**src/rtl/vga_pkg.sv**
```systemverilog
// Shared VGA timing constants, picture-window defaults and arbiter state encoding.
package vga_pkg;

    // 640x480 @ 60 Hz horizontal timing (pixels)
    localparam int unsigned HA = 640;
    localparam int unsigned HF = 16;
    localparam int unsigned HS = 96;
    localparam int unsigned HB = 48;
    localparam int unsigned HT = HA + HF + HS + HB;

    // 640x480 @ 60 Hz vertical timing (lines)
    localparam int unsigned VA = 480;
    localparam int unsigned VF = 10;
    localparam int unsigned VS = 2;
    localparam int unsigned VB = 33;
    localparam int unsigned VT = VA + VF + VS + VB;

    // Default picture window held in the frame buffer
    localparam int unsigned PIC_H_DFLT = 280;
    localparam int unsigned PIC_V_DFLT = 210;
    localparam int unsigned PIX_TOTAL  = PIC_H_DFLT * PIC_V_DFLT;

    typedef enum logic [1:0] {
        S_WAIT   = 2'd0,
        S_FRAME  = 2'd1,
        S_VBLANK = 2'd2
    } fb_state_t;

endpackage

```
**src/rtl/vga_fb_rd_ptr.sv**
```systemverilog
// Display read pointer: walks the frame buffer one pixel per issued read and
// counts reads so the arbiter knows when the last pixel of the frame went out.
module vga_fb_rd_ptr #(
    parameter int unsigned ADDR_W = 16,
    parameter int unsigned PIX_N  = 58800
) (
    input  logic              clk25,
    input  logic              rst,
    input  logic              load_zero,
    input  logic              inc,
    output logic [ADDR_W-1:0] rd_ptr,
    output logic              last_pix
);
    localparam logic [ADDR_W-1:0] LAST_PTR = ADDR_W'(PIX_N - 1);
    localparam logic [ADDR_W:0]   LAST_CNT = (ADDR_W + 1)'(PIX_N - 1);

    logic [ADDR_W:0] pix_cnt;

    // Restart takes precedence; a read in the restart cycle used address 0,
    // so the pointer and count land on 1 rather than 0.
    always_ff @(posedge clk25) begin
        if (rst) begin
            rd_ptr  <= '0;
            pix_cnt <= '0;
        end else if (load_zero) begin
            rd_ptr  <= inc ? ADDR_W'(1) : '0;
            pix_cnt <= inc ? (ADDR_W + 1)'(1) : '0;
        end else if (inc) begin
            rd_ptr  <= (rd_ptr == LAST_PTR) ? '0 : rd_ptr + 1'b1;
            pix_cnt <= pix_cnt + 1'b1;
        end
    end

    // The read being issued now is the final pixel of the frame
    always_comb begin
        last_pix = (pix_cnt == LAST_CNT);
    end

endmodule

```
**src/rtl/vga_fb_arbiter.sv**
```systemverilog
// Frame-buffer port arbiter: the display fetch owns the RAM port inside the
// picture window; host writes use every cycle the display leaves free.
module vga_fb_arbiter
    import vga_pkg::*;
#(
    parameter int unsigned PIC_H          = PIC_H_DFLT,
    parameter int unsigned PIC_V          = PIC_V_DFLT,
    parameter int unsigned ADDR_W         = 16,
    parameter int unsigned DATA_W         = 24,
    parameter int unsigned WR_VBLANK_ONLY = 0
) (
    input  logic              clk25,
    input  logic              rst,
    input  logic              frame_start,
    input  logic              pic_active,
    input  logic              wr_valid,
    output logic              wr_ready,
    input  logic [ADDR_W-1:0] wr_addr,
    input  logic [DATA_W-1:0] wr_data,
    output logic [ADDR_W-1:0] mem_addr,
    output logic              mem_we,
    output logic [DATA_W-1:0] mem_wdata,
    input  logic [DATA_W-1:0] mem_rdata,
    output logic [DATA_W-1:0] pix_data,
    output logic              pix_valid,
    output logic              err_overrun,
    output logic              err_short,
    output logic              err_range
);
    localparam logic [ADDR_W:0] PIX_N = (ADDR_W + 1)'(PIC_H * PIC_V);

    fb_state_t         state;
    logic [ADDR_W-1:0] rd_ptr;
    logic              last_pix;
    logic              rd_issue;
    logic              wr_xfer;
    logic              in_range;

    // Port arbitration: a display read excludes any write because wr_ready
    // is low whenever pic_active is high.
    always_comb begin
        rd_issue  = pic_active && (frame_start || (state == S_FRAME));
        wr_ready  = !rst && !pic_active && ((state != S_FRAME) || (WR_VBLANK_ONLY == 0));
        wr_xfer   = wr_valid && wr_ready;
        in_range  = ({1'b0, wr_addr} < PIX_N);
        mem_addr  = rd_ptr;
        mem_we    = 1'b0;
        mem_wdata = '0;
        if (rd_issue) begin
            if (frame_start) begin
                mem_addr = '0;
            end
        end else if (wr_xfer) begin
            mem_addr  = wr_addr;
            mem_wdata = wr_data;
            mem_we    = in_range;
        end
        pix_data = pix_valid ? mem_rdata : '0;
    end

    vga_fb_rd_ptr #(
        .ADDR_W (ADDR_W),
        .PIX_N  (PIC_H * PIC_V)
    ) u_rd_ptr (
        .clk25     (clk25),
        .rst       (rst),
        .load_zero (frame_start),
        .inc       (rd_issue),
        .rd_ptr    (rd_ptr),
        .last_pix  (last_pix)
    );

    // Frame sequencing, pixel-valid pipeline and sticky error flags
    always_ff @(posedge clk25) begin
        if (rst) begin
            state       <= S_WAIT;
            pix_valid   <= 1'b0;
            err_overrun <= 1'b0;
            err_short   <= 1'b0;
            err_range   <= 1'b0;
        end else begin
            pix_valid <= rd_issue;
            if (frame_start) begin
                if (state == S_FRAME) begin
                    err_short <= 1'b1;
                end
                state <= S_FRAME;
            end else begin
                case (state)
                    S_FRAME: begin
                        if (rd_issue && last_pix) begin
                            state <= S_VBLANK;
                        end
                    end
                    S_WAIT, S_VBLANK: begin
                        if (pic_active) begin
                            err_overrun <= 1'b1;
                        end
                    end
                    default: state <= S_WAIT;
                endcase
            end
            if (wr_xfer && !in_range) begin
                err_range <= 1'b1;
            end
        end
    end

endmodule

```
**config.mk**
```make
export PLATFORM = sky130hd
export DESIGN_NAME = vga_fb_arbiter
export DESIGN_NICKNAME = d
export VERILOG_FILES = /design/src/rtl/vga_pkg.sv /design/src/rtl/vga_fb_rd_ptr.sv /design/src/rtl/vga_fb_arbiter.sv
export SDC_FILE = /design/constraint.sdc
export NUM_CORES = 1
export LEC_CHECK = 0
export ABC_AREA = 1
export CORE_MARGIN = 3
export CORE_UTILIZATION = 37
export DETAILED_ROUTE_END_ITERATION = 16
export GPL_ROUTABILITY_DRIVEN = 0
export PLACE_DENSITY = 0.75
export RECOVER_POWER = 100
export SLEW_MARGIN = 20
export SYNTH_ARGS = -nofsm -noshare
export SYNTH_HDL_FRONTEND = slang
export SYNTH_HIERARCHICAL = 1
export SYNTH_SLANG_ARGS = --single-unit
```
**constraint.sdc**
```tcl
create_clock -name clk25 -period 1.6 [get_ports clk25]
set_input_delay 0.16 -clock clk25 [delete_from_list [all_inputs] [get_ports clk25]]
set_output_delay 0.16 -clock clk25 [all_outputs]
set_load 0.1 [all_outputs]
```
* Word-level counts from Yosys, hierarchy flattened
Index checks and enable logic that the tools add are counted.
** Cells by class
- Order comparisons :: 1
- Multiply operators :: 0
- Equality and inequality tests :: 7
- Multiplexer cells :: 18
- Bitwise operators :: 2
- Reductions and logical operators :: 17
- Div/mod/pow operators :: 0
- Shift operators :: 0
- $add $sub $neg :: 2
** Operators with widths (count)
- 2-to-1 mux 16 bit :: 6
- 2-to-1 mux 24 bit :: 3
- 2-to-1 mux 17 bit :: 2
- adder 17 x 1 -> 17 bit (second input constant) :: 1
- == test 17 x 16 -> 1 bit (second input constant) :: 1
- adder 16 x 1 -> 16 bit (second input constant) :: 1
- == test 16 bit (second input constant) :: 1
- less-than comparator 16 bit (second input constant) :: 1
- AND reduction 2 bit :: 3
- logical AND 1 bit :: 5
- 2-to-1 mux 1 bit :: 5
- case mux 2 bit (2 select lines) :: 1
- OR reduction 2 bit :: 2
- zero test 1 bit :: 3
- inequality test 3 x 2 -> 1 bit (second input constant) :: 1
- AND reduction 3 bit :: 1
- == test 2 x 1 -> 1 bit (second input constant) :: 1
- == test 2 bit (second input constant) :: 1
- zero test 2 bit :: 1
- 2-to-1 mux 2 bit :: 1
- inequality test 2 x 1 -> 1 bit (second input constant) :: 1
- inequality test 2 bit (second input constant) :: 1
- NOT 1 bit :: 2
- nonzero test 2 bit :: 1
- logical OR 1 bit :: 1
** Word-level totals
- Memory bits (writable) :: 0
- Bits in registers :: 39
- Bits of input ports :: 69
- Latch bits :: 0
- ROM bits :: 0
- Memories kept :: 0

* Depth between registers and ports, before layout
- Word-level depth :: 7
- Mapped depth :: 14
- Mapped depth without buffers :: 14

* Modules after synthesis
The synthesis kept the hierarchy.
** Modules (own cells, without submodules)
- vga_fb_rd_ptr :: area an instance 1766.7 µm², cells an instance 279, instances 1
- vga_fb_arbiter :: area an instance 945.9 µm², cells an instance 202, instances 1

* Worst setup path before layout
OpenSTA, ideal clock, no wires.
- Path kind :: in2out
- Start point :: in pic_active
- End point :: out mem_addr[10]
- Data arrival time :: 2.551 ns
- Path buffers :: 1
- Cell stages on the path :: 6
- Slack :: -1.111 ns
- Cells stage by stage :: nor2_4 > nand2_2 > inv_2 > buf_6 > o21ai_1 > a21oi_1
** On the way
- Longest elaborated chain between the ends :: 5
- Elaborated cells on any way between the ends :: 6
** RTL lines
- start: declaration :: RTL line vga_fb_arbiter.sv:15 : input logic pic_active,
- zero test 1 bit :: RTL line vga_fb_arbiter.sv:43 : wr_ready = !rst && !pic_active && ((state != S_FRAME) || (WR_VBLANK_ONLY == 0));
- logical AND 1 bit :: RTL line vga_fb_arbiter.sv:43
- logical AND 1 bit :: RTL line vga_fb_arbiter.sv:44 : wr_xfer = wr_valid && wr_ready;
- 2-to-1 mux 16 bit :: RTL line vga_fb_arbiter.sv:53 : end else if (wr_xfer) begin
- 2-to-1 mux 16 bit * :: RTL line vga_fb_arbiter.sv:49 : if (rd_issue) begin
- end: declaration :: RTL line vga_fb_arbiter.sv:20 : output logic [ADDR_W-1:0] mem_addr,
Every way passes the cells marked *; elsewhere a longest branch is shown, timed or not.

* Worst setup path after layout
- Start point :: reg state[0]
- End point :: reg u_rd_ptr.pix_cnt[14]
** On the way
- Longest elaborated chain between the ends :: 4
** RTL lines
- start: declaration :: RTL line vga_fb_arbiter.sv:32 : fb_state_t state;
- start signal: assignment :: RTL line vga_fb_arbiter.sv:76 : state <= S_WAIT;
- start signal: assignment :: RTL line vga_fb_arbiter.sv:87 : state <= S_FRAME;
- start signal: assignment :: RTL line vga_fb_arbiter.sv:92 : state <= S_VBLANK;
- == test 2 x 1 -> 1 bit :: RTL line vga_fb_arbiter.sv:42 : rd_issue = pic_active && (frame_start || (state == S_FRAME));
- logical OR 1 bit :: RTL line vga_fb_arbiter.sv:42
- logical AND 1 bit :: RTL line vga_fb_arbiter.sv:42
- via rd_issue :: RTL line vga_fb_arbiter.sv:35 : logic rd_issue;
- nonzero test 2 bit (no line)
- end signal: assignment :: RTL line vga_fb_rd_ptr.sv:27 : pix_cnt <= inc ? (ADDR_W + 1)'(1) : '0;
- end signal: assignment :: RTL line vga_fb_rd_ptr.sv:30 : pix_cnt <= pix_cnt + 1'b1;
- end: declaration :: RTL line vga_fb_rd_ptr.sv:17 : logic [ADDR_W:0] pix_cnt;
The timed path passes the listed nets, and every way through them passes these cells.
A chain may end at the register's enable or synchronous reset.

==> impl_metrics.toml <==
[outcome]
status = "finished, violations left"
violations = "negative setup slack"

[cts]
cts_root_buffer = "clkbuf_8"
cts_made_buffers = 5
clock_sinks = 39
clock_latency_ns = 0.30
clkTransAtPathRegs_ns = 0.07
cts_tree = "done"
clockBufferDepth = 2
htree_levels = 2

[critical_path]
crit_type = "register to register"
cp_slowest_cell = "dfxtp_2"
cpMostUsedCell = "nor2_4"
timing.rr.end = "u_rd_ptr/pix_cnt[14]$_SDFFE_PP0P_"
cp.required_ns = 1.81
path_delay_family = "simple AND/OR/NAND/NOR gates"
rrSetupSlack_ns = -0.05
start_kind = "register"
crit_arrival_ns = 1.85
r2r-start = "state[0]$_SDFFE_PP0P_"
reg2reg_depth = 12
crit_path_max_incr_delay_ns = 0.34
worstPathMaxFanout = 5
critPathBufInv = 3
path_cells = "inv_4, nor2_4, inv_2, nand2_2, nand2_2, inv_2, nor2_4, nor2_4, nand3_4, nor2_4, o21ai_0, a21oi_1"
end_kind = "register"

[global_routing]
grt_use_total_pct = 26.14
antenna_found_initial = 0
grt_pass1_vias = 3628
grt-ovfl-total = 0
grt_pass1_wl_mm = 18.01
grt_start_max_net_pins = 26

[routing]
via_per_inst = 4.975
firstDrtPassIters = 5
ant_nets = 0
drc_errors = 0
wl_mm = 11.73
first_iter_violations = 296
wl_per_cell_um = 15.31
vias = 3811

[sta]
rsz0062_at_grt = "yes"
fmax_mhz = 606.7
setup_ws_ns = -0.04822
fin_crit_sh_pct = 103.0
clock-skew-final_ns = 0.01147
relSlewSlack_pct = 71.33
whs_ns = 0.4868
period_needed_ns = 1.648
tightest_slew_ns = 0.4261
finalHoldViolCount = 0
maxSlewViolCount = 0
setup_viol = 3

[worst_hold_path]
hold_class = "register to register"
hold_path_depth = 2
hp-start = "u_rd_ptr/pix_cnt[1]$_SDFFE_PP0P_"
hold-path-endpoint = "u_rd_ptr/pix_cnt[1]$_SDFFE_PP0P_"

[placed_design]
port_buffers = 138
dpl.hpwl_mm = 9.062

[yosys]
synth_most_common_cell = "nand2_1"
ys_seq_area_share_pct = 28.78
yosys.area_share.simple_pct = 38.70
synthAdderAreaFrac_pct = 0.9225
synth-edff-count = 0
synth_top_family_by_area = "simple AND/OR/NAND/NOR gates"
ys_warn_count = 6
yosys-top-cells-count = "107 x nand2_1, 104 x nor2_1, 93 x inv_1"
synth_compound_area_share_pct = 14.07
synth_top_area_cell = "dfxtp_1"
synthXorXnorAreaFrac_pct = 0.6458
async_flop_share_pct = 0
synthTopCellsByArea = "dfxtp_1 29%, nand2_1 15%, nor2_1 14%"
postSynthCellCount = 481
yosysUniqueCellTypes = 31
synth_top_area_share_pct = 28.78
syn_nets = 552
synth_area_mm2 = 0.002713
synth-seq-cells = 39
synthMuxAreaShare_pct = 0
avgSynthCellArea_um2 = 5.640
synthFlopType = "dfxtp_1"

[floorplanning]
fp.dieW_um = 91.63
die_h_um = 91.63
initial_core_util_pct = 39.06
num_io_pins = 139
rows = 30
coreArea_mm2 = 0.006944
die-area_mm2 = 0.008395

[power_and_ir_drop]
p_leak_uw = 0.002409
p_per_area_mw_per_mm2 = 515.3
ir_worst_vdd_v = 0.0004994

[job]
maxCapViolCount = 0

[cells_and_area]
area_growth_pct = 117.7
fin_nets = 740
final_util_pct = 85.05
n_fill_cell = 382
diodes = 0
layout-drive-gt1-share_pct = 34.48
-- worst min-delay path, delay by kind of cell, from the launching register on --
family             cells  cell delay [ns]
AOI/OAI and AO/OA      1             0.05
DFF                    1             0.33
and+or+nand+nor        1             0.06
-- stage by stage --
step / setup slack [ns] / cells / instance area, um^2 / TNS [ns] / power [uW]
after floorplan: -0.2210 / 481 / 3137 / -7.199 / 1707
after global placement: -0.1817 / 749 / 5615 / -7.455 / 2259
after detailed placement: -0.2807 / 749 / 5615 / -10.64 / 2282
after CTS: -0.009567 / 759 / 5774 / -0.01080 / 3017
after global routing: -0.1396 / 766 / 5906 / -1.579 / 3137
final: -0.04822 / 766 / 5906 / -0.08275 / 3043
-- cell type report --
type / instances / area (um^2) / share of cell area [%]
Multi-Input combinational cell: 333 / 1912 / 32.37
Sequential cell: 39 / 785.8 / 13.31
Clock buffer: 8 / 100.1 / 1.695
Tap cell: 96 / 120.1 / 2.034
Inverter: 97 / 444.2 / 7.521
Timing Repair Buffer: 193 / 2544 / 43.07
-- registers in the layout, summed over array words and instances, names as in the netlist --
name / count
u_rd_ptr/pix_cnt: 17
u_rd_ptr/rd_ptr: 16
state: 2
err_overrun: 1
err_range: 1
err_short: 1
pix_valid: 1
-- layout by cell type, fill, tap and decap left out, drive strengths merged --
master         Yosys  layout
buf               10     125
nor2             109     109
nand2            108     108
inv               96      76
clkdlybuf4s50      0      63
dfxtp             39      39
o21ai             37      37
nand3             31      31
a21oi             27      27
clkinvlp           0      20
clkbuf             2       8
nand4              6       6
dlygate4sd2        0       3
o21a               2       2
dlymetal6s2s       0       2
o21bai             2       2
ha                 2       2
a21boi             1       1
nor4               1       1
a31oi              1       1
a2bb2oi            1       1
or2                1       1
a311oi             1       1
clkinv             1       1
nor3               1       1
xnor2              1       1
xor2               1       1
-- worst max path at each step --
stage / startpoint / end / slack (ns) / cells past startpoint
after floorplan: rst / mem_addr[14] / -0.22 / 6
after global placement: frame_start / u_rd_ptr/pix_cnt[16]$_SDFFE_PP0P_ / -0.18 / 13
after detailed placement: frame_start / u_rd_ptr/pix_cnt[14]$_SDFFE_PP0P_ / -0.28 / 11
after CTS: state[0]$_SDFFE_PP0P_ / u_rd_ptr/pix_cnt[14]$_SDFFE_PP0P_ / -0.01 / 12
after global routing: state[0]$_SDFFE_PP0P_ / u_rd_ptr/pix_cnt[14]$_SDFFE_PP0P_ / -0.14 / 12
final: state[0]$_SDFFE_PP0P_ / u_rd_ptr/pix_cnt[14]$_SDFFE_PP0P_ / -0.05 / 12
-- kinds of logic after synthesis --
| family | Yosys count |
|---|---|
| DFF | 39 |
| buffers and inverters | 109 |
| AOI/OAI and AO/OA | 72 |
| xor gates and xnor gates | 2 |
| adders and majority gates | 2 |
| and+or+nand+nor | 257 |
-- power by group --
part	switching, uW	leakage, uW	internal [uW]
clock network	341	0.0000515	394
logic	780	0.00204	529
registers	17.7	0.000316	981
-- repair_timing --
item                       4_1_cts  5_1_grt
gates resized for setup         17       31
pin swaps                        4       11
setup buffers                    1        7
setup endpoints to repair       56       47
gates cloned                     1        0
hold buffers                     0        0
-- metal layers --
| metal | up-vias | GRT usage (%) | wire, um |
|---|---|---|---|
| met2 | 201 | 48.93 | 6173 |
| met4 | 0 | 4.020 | 161 |
| met3 | 23 | 4.102 | 900 |
| met1 | 1730 | 31.75 | 4493 |
| met5 | - | 0 | 0 |
| li1 | 1857 | - | - |
Power figures use the tool's default switching activity.
